==> src/rtl/bcd_decade_counter.sv <==
// rtl/bcd_decade_counter.sv - free-running mod-MODULUS BCD digit counter
// Async-clear, sync-release; the release edge itself never counts.

module bcd_decade_counter #(
  parameter int WIDTH   = 4,
  parameter int MODULUS = 10
) (
  input  logic             clk,
  input  logic             rst,
  output logic [WIDTH-1:0] count
);

  localparam logic [WIDTH-1:0] LP_LAST = WIDTH'(MODULUS - 1);
  localparam logic [WIDTH-1:0] LP_ONE  = WIDTH'(1);

  logic             r_run_en;
  logic [WIDTH-1:0] r_count;
  logic [WIDTH-1:0] w_count_nxt;

  // Any value at or past the last digit (including corrupted ones) returns to 0.
  always_comb begin
    w_count_nxt = r_count + LP_ONE;
    if (r_count >= LP_LAST) begin
      w_count_nxt = '0;
    end
  end

  always_ff @(posedge clk or negedge rst) begin
    if (!rst) begin
      r_run_en <= 1'b0;
      r_count  <= '0;
    end else begin
      r_run_en <= 1'b1;
      if (r_run_en) begin
        r_count <= w_count_nxt;
      end
    end
  end

  assign count = r_count;

endmodule

==> config.mk <==
export PLATFORM = sky130hd
export DESIGN_NAME = bcd_decade_counter
export DESIGN_NICKNAME = d
export VERILOG_FILES = /design/src/rtl/bcd_decade_counter.sv
export SDC_FILE = /design/constraint.sdc
export NUM_CORES = 1
export LEC_CHECK = 0
export ABC_AREA = 0
export CAP_MARGIN = 25
export CORE_AREA = 2 2 39 41
export CTS_CLUSTER_DIAMETER = 80
export DETAILED_ROUTE_END_ITERATION = 8
export DIE_AREA = 0 0 41 43
export DONT_BUFFER_PORTS = 1
export GPL_TIMING_DRIVEN = 0
export PLACE_DENSITY = 0.3
export SLEW_MARGIN = 20
export SYNTH_ARGS = -nofsm -noshare
export SYNTH_HDL_FRONTEND = slang
export SYNTH_SLANG_ARGS = --single-unit
export TNS_END_PERCENT = 1
==> constraint.sdc <==
create_clock -name clk -period 1.5 [get_ports clk]
set_input_delay 0.375 -clock clk [delete_from_list [all_inputs] [get_ports clk]]
set_output_delay 0.375 -clock clk [all_outputs]
set_load 0.01 [all_outputs]
Yosys cells after proc, flatten, opt, wreduce, memory -nomap -nowiden
Cells that the tools add are included.
{"block": "word_totals", "reg_bits": 5, "out_inout_bits": 4, "elab_cells": 5}
{"block": "op_classes", "addsub": 1, "n_lt_le_gt_ge": 1, "mux": 1}
{"operator": "4-bit by 1-bit adder with 4-bit output, second input constant", "count": 1}
{"operator": "4-bit >= comparator, second input constant", "count": 1}
{"operator": "4-bit two-way mux", "count": 1}

Depth between registers and ports, before layout
Gate-level depths: netlist (run 1).
{"block": "depth", "ltp_word": 2, "ltp_mapped": 5, "mapped_depth_nobuf": 5}

Worst setup path before layout (run 1)
No wires, ideal clock.
{"block": "synth_path", "path_type": "register -> register", "start": "register r_count[0] (netlist: count[0])", "end": "register r_count[1] (netlist: count[1])", "setup_time_ps": 78, "arrival_time_ps": 1292, "t_required_ps": 1422, "slack_ps": 130, "path_stages_with_launch": 6, "n_path_buf": 0, "path_cell_list": "dfrtp_1 -> inv_1 -> ha_1 -> or3b_4 -> a21oi_2 -> o21bai_1"}
{"block": "synth_via", "elab_chain_cells": 2, "elab_cells_between_ends": 3}
{"item": "start: declaration", "line": "17", "rtl": "logic [WIDTH-1:0] r_count;"}
{"item": "start signal: assignment", "line": "35", "rtl": "r_count <= w_count_nxt;"}
{"item": "4-bit by 1-bit adder with 4-bit output / 4-bit >= comparator (equally long branches)", "line": "22, 23"}
{"item": "4-bit two-way mux *", "line": "23", "rtl": "if (r_count >= LP_LAST) begin"}
Every way passes the cells marked *; elsewhere a longest branch is shown, timed or not.
A chain may end at the register's enable or synchronous reset.

Worst setup path in the final report (run 1)
Ends and elaborated chain as after synthesis.

==> results of run 1 <==
[Yosys cell counts]
cell,count
dfrtp_1,5
ha_1,3
inv_1,3
a31oi_1,2
nand2_1,2
o21ai_0,2
a21oi_2,1
a22o_2,1
a41oi_1,1
clkbuf_2,1
conb_1,1
nor2_1,1
o21bai_1,1
or3b_4,1
xnor2_1,1
[through the flow]
stage	setup slack, ns	std cells	hold slack (ns)
2_1_floorplan	0.1295	26	0.07941
3_3_place_gp	0.01140	42	0.07952
3_5_place_dp	0.02299	42	0.07952
4_1_cts	0.02641	47	0.4435
5_1_grt	-0.003311	48	0.4418
6_report	0.06273	48	0.4391
[critical path: stages (launching register included)]
cell      delay, ns
dfrtp_2        0.47
inv_2          0.08
ha_1           0.15
or3b_4         0.40
a21oi_2        0.13
o21bai_1       0.12
[cell families after synthesis]
logic type / after synthesis / share of synthesized area
flip-flops: 5 / 0.4608
other: 1 / 0.01381
buffers and inverters: 4 / 0.05989
AO/OA/AOI/OAI: 8 / 0.2120
AND/OR/NAND/NOR: 4 / 0.08294
XOR/XNOR: 1 / 0.03226
adder cells (fa/ha/maj): 3 / 0.1383
[power groups by stage]
stage               registers (mW)  logic (mW)  clock network [mW]
floorplan                    0.269       0.184                   0
detailed placement           0.297       0.211                   0
global placement             0.295       0.215                   0
CTS                          0.301       0.221               0.166
finish                       0.303       0.239               0.159
global route                 0.315       0.270               0.184
[metal layers]
layer | global-route usage | wire length (µm)
met5 | 0 | 0
met4 | 0.1000 | 14
met3 | 0.04712 | 32
met2 | 0.1125 | 296
met1 | 0.09385 | 242
[sequential cells by signal, indices dropped and copies added, names as in the netlist]
| signal | cells |
|---|---|
| count | 4 |
| r_run_en | 1 |
[worst max-delay path by stage]
stage,start,endpoint,depth (start not counted)
2_1_floorplan,count[0],count[1],5
3_3_place_gp,count[0],count[1],5
3_5_place_dp,count[0],count[1],5
4_1_cts,count[0],count[1],5
5_1_grt,count[0],count[1],5
6_report,count[0],count[1],5
[area by class of cell]
cell class / instances / area share
clock buffers: 4 / 0.07778
inverters: 3 / 0.03333
repair buffers: 2 / 0.05185
plain buffers: 1 / 0.01481
flip-flops and latches: 5 / 0.3778
well taps: 16 / 0.05926
multi-input cells: 17 / 0.3852
[repair_timing]
| action | in CTS | in global routing |
|---|---|---|
| setup endpoints to repair | 1 | 1 |
| gates resized for setup | 2 | 2 |
| endpoints found under the hold margin | 5 | 0 |
| hold buffers | 1 | 0 |
| buffers inserted | 0 | 1 |
==> impl_metrics.ini, run 1 <==
[die]
fp-row-count = 14
ios = 6
core-area_mm2 = 0.001384
dieWidth_um = 41
start_util = 0.1962
fp.dieH_um = 43
die_area_mm2 = 0.001763

[power_and_ir_drop]
total_power_mw = 0.7012
swShare = 0.3977
power.share.clock = 0.226
powerDensity_mw_per_mm2 = 2076
seqPwrFrac = 0.432
p_comb_frac = 0.341
p_leak_nw = 0.1504
ir_worst_vdd_uv = 543.9
power.switching_mw = 0.2789
internal_power_mw = 0.4224

[cells_and_area]
nNetsFinal = 38
mostFrequentLayoutCells = ha_1, clkbuf_4, dfrtp_1
regArea_um2 = 127.6
antenna_cells = 0
final_core_util = 0.2441
final_area_um2 = 337.8
multi_input_area_um2 = 130.1
syn_to_final_growth_pct = 24.42
drive_above_1_share = 0.3750
fillers = 155

[place]
port_buffers = 0
gp_congestion = 0.6573
post-dp-hpwl_um = 407.8
placed_cell_area_um2 = 291.5

[clocking]
clk_pin_slew_ns = 0.04
cts_tree = built
cts-root-buf = clkbuf_4
cts_buffers = 3
clkLatencyLatePin_ns = 0.24
cts.sinks = 5
cts_buffer_depth = 2
h-tree-depth = 1

[yosys]
yosysTopAreaCell = dfrtp_1
yosysTopAreaCellShare = 0.4608
synth.area.top_cells = dfrtp_1, ha_1, a31oi_1
ys_types = 15
ys_warn_count = 0
synth_area_per_cell_um2 = 10.44
netlist_area_um2 = 271.5
ys_ff_latch = 5
synth_seq_area_share = 0.4608
synth_cells = 26
syn_nets = 31

[sta]
setup_violations = 0
slew_viol_final = 0
final_hold_viol_count = 0
timing.setup.tns_ns = 0
layout_min_cycle_time_ns = 1.437
post-route-period-util = 0.9582
fin_worst_skew_ns = 0.001399
max_freq_mhz = 695.8

[critical_path]
r2r_slack_ns = 0.06
cp.required_ns = 1.66
r2r_cells = 5
cp-end-kind = flip-flop
crit_fanout = 6
start_kind = flip-flop
crit_arrival_ns = 1.60
r2r_start = count[0]
r2r-end = count[1]
critical_path_class = flip-flop to flip-flop

[hold_path]
hold_class = input pin to asynchronous set/reset pin

[detailed_routing]
antenna_left = 0
vias_per_cell = 4.313
drt_pre_antenna_iters = 2
vias = 207
drc = 0
drt-initial-drc-count = 1
wl_per_cell_um = 12.21
finalWirelength_um = 586

[global_route]
grt.overflow.total = 0
grt_pass1_vias = 201
antenna_found_initial = 0
grt_first_pass_wirelength_um = 917
grt_use_total = 0.08954
grt_max_degree = 8

[run]
cap_violations = 0

[run_status]
outcome = complete, no violations
Power figures use the tool's default switching activity.
==> inputs of run 2 (changes only) <==
GPL_TIMING_DRIVEN = not set   (was 0)
clock period = 1.8 ns   (was 1.5 ns; I/O delays follow)
==> run 2 against run 1 <==
Global-route usage decreased by 1.2 points. Total power down 19%. Clock-buffer cell count is 1 lower. Clock power is 18% lower. Sequential share of layout area about the same. Final cell count fell by 2.1%. Worst setup slack gained 0.27 ns. Design area is 1.9% lower. Critical path depth is the same. Combinational power is 14% lower. Die area unchanged. Highest routed layer is now met3. Critical path type unchanged. Worst hold slack improved by 0.055 ns.
==> impl_metrics.ini, run 2 (same netlist as run 1, synthesis figures left out) <==
[power_and_ir_drop]
power.switching_mw = 0.2264
internal_power_mw = 0.3432
powerDensity_mw_per_mm2 = 1718
swShare = 0.3975
power.share.clock = 0.229
seqPwrFrac = 0.412
ir_worst_vdd_uv = 717.0
total_power_mw = 0.5696
p_comb_frac = 0.359
p_leak_nw = 0.1530

[critical_path]
crit_arrival_ns = 1.64
start_kind = flip-flop
crit_fanout = 4
r2r_start = count[1]
cp-end-kind = flip-flop
r2r-end = count[1]
cp.required_ns = 1.97
crit_path_end = count[1]
r2r_cells = 5
critical_path_class = flip-flop to flip-flop
crit_start = count[1]
r2r_slack_ns = 0.33

[die]
fp.dieH_um = 43
start_util = 0.1962
core-area_mm2 = 0.001384
ios = 6
dieWidth_um = 41
fp-row-count = 14
die_area_mm2 = 0.001763

[cells_and_area]
drive_above_1_share = 0.2581
final_core_util = 0.2396
mostFrequentLayoutCells = dfrtp_1, inv_1, ha_1, clkbuf_4
syn_to_final_growth_pct = 22.12
largest_reg_flops = 4
antenna_cells = 0
nNetsFinal = 37
final_common_cell = dfrtp_1

[clocking]
cts.sinks = 5
cts-root-buf = clkbuf_4
h-tree-depth = 1
postCtsHoldBufs = 1
cts_buffers = 3
clkLatencyLatePin_ns = 0.25
cts_buffer_depth = 2
post_cts_buffers = 0
cts_resized = 0
clk_pin_slew_ns = 0.05
cts_tree = built

[place]
gp_congestion = 0.7395
post-dp-hpwl_um = 400.2
port_buffers = 0

[sta]
timing.setup.tns_ns = 0
setup_violations = 0
max_freq_mhz = 682.4
final_hold_viol_count = 0
slew_viol_final = 0
layout_min_cycle_time_ns = 1.465
fin_worst_skew_ns = 0.007949
post-route-period-util = 0.8141
grt_setup_unrepaired = no

[run]
cap_violations = 0

[detailed_routing]
drt_pre_antenna_iters = 4
dr.max_layer_used = met3
wl_met3_um = 50
wl_met1_um = 212
vias = 201
finalWirelength_um = 505
dr_wl_met2_um = 242
wl_per_cell_um = 10.74
antenna_left = 0
drc = 0
drt-initial-drc-count = 3
vias_per_cell = 4.277

[global_route]
grt_max_degree = 8
grt_pass1_vias = 199
grt_use_total = 0.07746
grt_first_pass_wirelength_um = 834
antenna_found_initial = 0
grt.overflow.total = 0

[hold_path]
hold_class = input pin to asynchronous set/reset pin

[run_status]
outcome = complete, no violations
==> run 2: how the worst min path moves through the flow <==
stage                     slack, ns  from        to  cells past startpoint
after floorplan                0.15   rst  count[0]                      0
after global placement         0.15   rst  count[1]                      0
after detailed placement       0.15   rst  count[1]                      0
after CTS                      0.50   rst  r_run_en                      1
after global routing           0.50   rst  count[3]                      1
final                          0.49   rst  r_run_en                      1
==> run 2: final cells by class <==
type	count	area (µm²)
inverter	3	11.26
multi-input combinational	17	130.1
tap	16	20.02
sequential	5	125.1
fill	148	1052
clock buffer	3	22.52
clock inverter	1	5.005
timing repair buffer	2	17.52
==> run 2: power by group through the flow <==
stage	clock [mW]	sequential, mW	combinational, mW
floorplan	0	0.224	0.154
detailed placement	0	0.239	0.202
CTS	0.136	0.237	0.207
finish	0.130	0.235	0.205
global placement	0	0.241	0.209
global route	0.150	0.244	0.239
==> run 2: layer usage <==
layer / up-vias / global-route usage
li1: 96 / -
met4: 0 / 0.06000
met2: 10 / 0.08750
met3: 0 / 0.06806
met5: - / 0
met1: 95 / 0.08738
==> run 2: metrics by stage <==
| stage | hold WS (ns) | cell area [µm²] | worst slack, ns | instances |
|---|---|---|---|---|
| global placement | 0.1545 | 294.0 | 0.2918 | 42 |
| floorplan | 0.1544 | 271.5 | 0.4295 | 26 |
| finish | 0.4940 | 331.6 | 0.3346 | 47 |
| CTS | 0.4996 | 331.6 | 0.3151 | 47 |
| detailed placement | 0.1545 | 294.0 | 0.3287 | 42 |
| global route | 0.4978 | 331.6 | 0.2390 | 47 |
==> run 2: critical path, stage by stage, from the launching register on <==
cell	delay, ns
dfrtp_1	0.44
inv_1	0.11
ha_1	0.20
or3b_4	0.39
a21oi_2	0.13
o21bai_1	0.11
==> inputs of run 3 (changes only) <==
clock period = 1.4 ns   (was 1.8 ns; I/O delays follow)
==> run 3 against run 2 <==
Via count is 1.5% higher. Sequential power is 11% higher. Flip-flop and latch count stayed put. Clock-buffer cell count is 1 higher. Global-route usage is 1.0 points higher. Largest cell class unchanged.
==> impl_metrics.ini, run 3 (same netlist as run 1, synthesis figures left out) <==
[run_status]
outcome = complete, no violations

[critical_path]
cp.required_ns = 1.57
r2r_cells = 5
start_kind = flip-flop
cpPeakStageDelay_ns = 0.41
r2r_start = count[0]
r2r-end = count[1]
cp_cell_sequence = inv_2 -> ha_4 -> or3b_4 -> a21oi_2 -> o21bai_1
crit_arrival_ns = 1.50
cp-end-kind = flip-flop
critical_path_class = flip-flop to flip-flop
crit_fanout = 3
cp_top_family = flip-flops
r2r_slack_ns = 0.06
crit_buf_inv = 1
cpMaxStageDelayCell = dfrtp_1

[die]
die_area_mm2 = 0.001763
fp-row-count = 14
dieWidth_um = 41
fp.dieH_um = 43
start_util = 0.1962
ios = 6
core-area_mm2 = 0.001384

[detailed_routing]
wl_per_cell_um = 12.00
drt-initial-drc-count = 0
drc = 0
antenna_left = 0
vias_per_cell = 4.163
vias = 204
finalWirelength_um = 588
drt_pre_antenna_iters = 1

[place]
place_ws_ns = 0.03733
gp_congestion = 0.7834
placed_cell_area_um2 = 309.0
port_buffers = 0

[sta]
timing.final.ws_setup_ns = 0.06291
grt_setup_unrepaired = no
setup_violations = 0
layout_min_cycle_time_ns = 1.337
timing.setup.tns_ns = 0
slew_viol_final = 0
post-route-period-util = 0.9551
fin_worst_skew_ns = 0.001101
max_freq_mhz = 747.9
final_hold_viol_count = 0

[global_route]
grt.overflow.total = 0
grt_max_degree = 8
grt_pass1_vias = 202
grt_use_total = 0.08761
grt_first_pass_wirelength_um = 945
antenna_found_initial = 0

[cells_and_area]
largest_reg_flops = 4
nNetsFinal = 39
antenna_cells = 0
final_common_cell = dfrtp_1
mostFrequentLayoutCells = dfrtp_1, clkbuf_4, buf_4
final_area_um2 = 360.3
drive_above_1_share = 0.3939
syn_to_final_growth_pct = 32.72

[clocking]
post_cts_buffers = 0
cts_buffer_depth = 2
h-tree-depth = 1
cts_buffers = 3
clkLatencyLatePin_ns = 0.24
cts-root-buf = clkbuf_4
cts.sinks = 5
clk_pin_slew_ns = 0.05
cts_tree = built

[run]
cap_violations = 0

[hold_path]
hold_class = input pin to asynchronous set/reset pin

[power_and_ir_drop]
p_leak_nw = 0.1573
powerDensity_mw_per_mm2 = 2279
total_power_mw = 0.8213
ir_worst_vdd_uv = 717.4
[run 3: changes by cell type in the layout (fill, tap and decap cells not counted)]
cell,delta
inv_1,-2
ha_4,+1
clkinv_2,-1
ha_1,-2
buf_4,+2
inv_2,+2
ha_2,+1
clkbuf_1,+1
[run 3: area by class of cell]
class / count / area [µm²]
repair buffers: 4 / 32.53
multi-input cells: 17 / 145.1
inverters: 3 / 11.26
clock buffers: 4 / 26.28
flip-flops and latches: 5 / 125.1
fillers: 143 / 1023
well taps: 16 / 20.02
[run 3: stage by stage]
| stage | cells | hold slack (ns) | utilization |
|---|---|---|---|
| finish | 49 | 0.4103 | 0.2604 |
| CTS | 49 | 0.4027 | 0.2495 |
| global placement | 44 | 0.05452 | 0.2233 |
| detailed placement | 44 | 0.05452 | 0.2233 |
| global route | 49 | 0.4136 | 0.2604 |
| floorplan | 26 | 0.05441 | - |
[run 3: worst max-delay path by stage]
stage,startpoint,to,slack (ns),depth (start not counted)
6_report,count[0],count[1],0.06,5
5_1_grt,count[1],count[1],0.008,5
4_1_cts,count[0],count[1],0.01,5
3_5_place_dp,count[0],count[1],0.04,5
3_3_place_gp,count[0],count[1],0.05,5
2_1_floorplan,count[0],count[1],0.03,5
[run 3: power by group]
| group | internal, mW | total [mW] | switching [mW] |
|---|---|---|---|
| logic | 0.194 | 0.389 | 0.195 |
| registers | 0.199 | 0.261 | 0.0622 |
| clock network | 0.108 | 0.171 | 0.0631 |
[run 3: layer usage]
metal,GRT usage,share of wire,vias to the layer above
met5,0,0,-
met4,0.1000,0.032,0
met3,0.04712,0.041,2
met2,0.1094,0.51,4
met1,0.09091,0.42,96
li1,-,-,102
[run 3: what timing repair did]
| item | 4_1_cts | 5_1_grt |
|---|---|---|
| endpoints found under the setup margin | 0 | 1 |
| endpoints found under the hold margin | 5 | 0 |
| gates resized for setup | 0 | 5 |
| hold buffers | 1 | 0 |
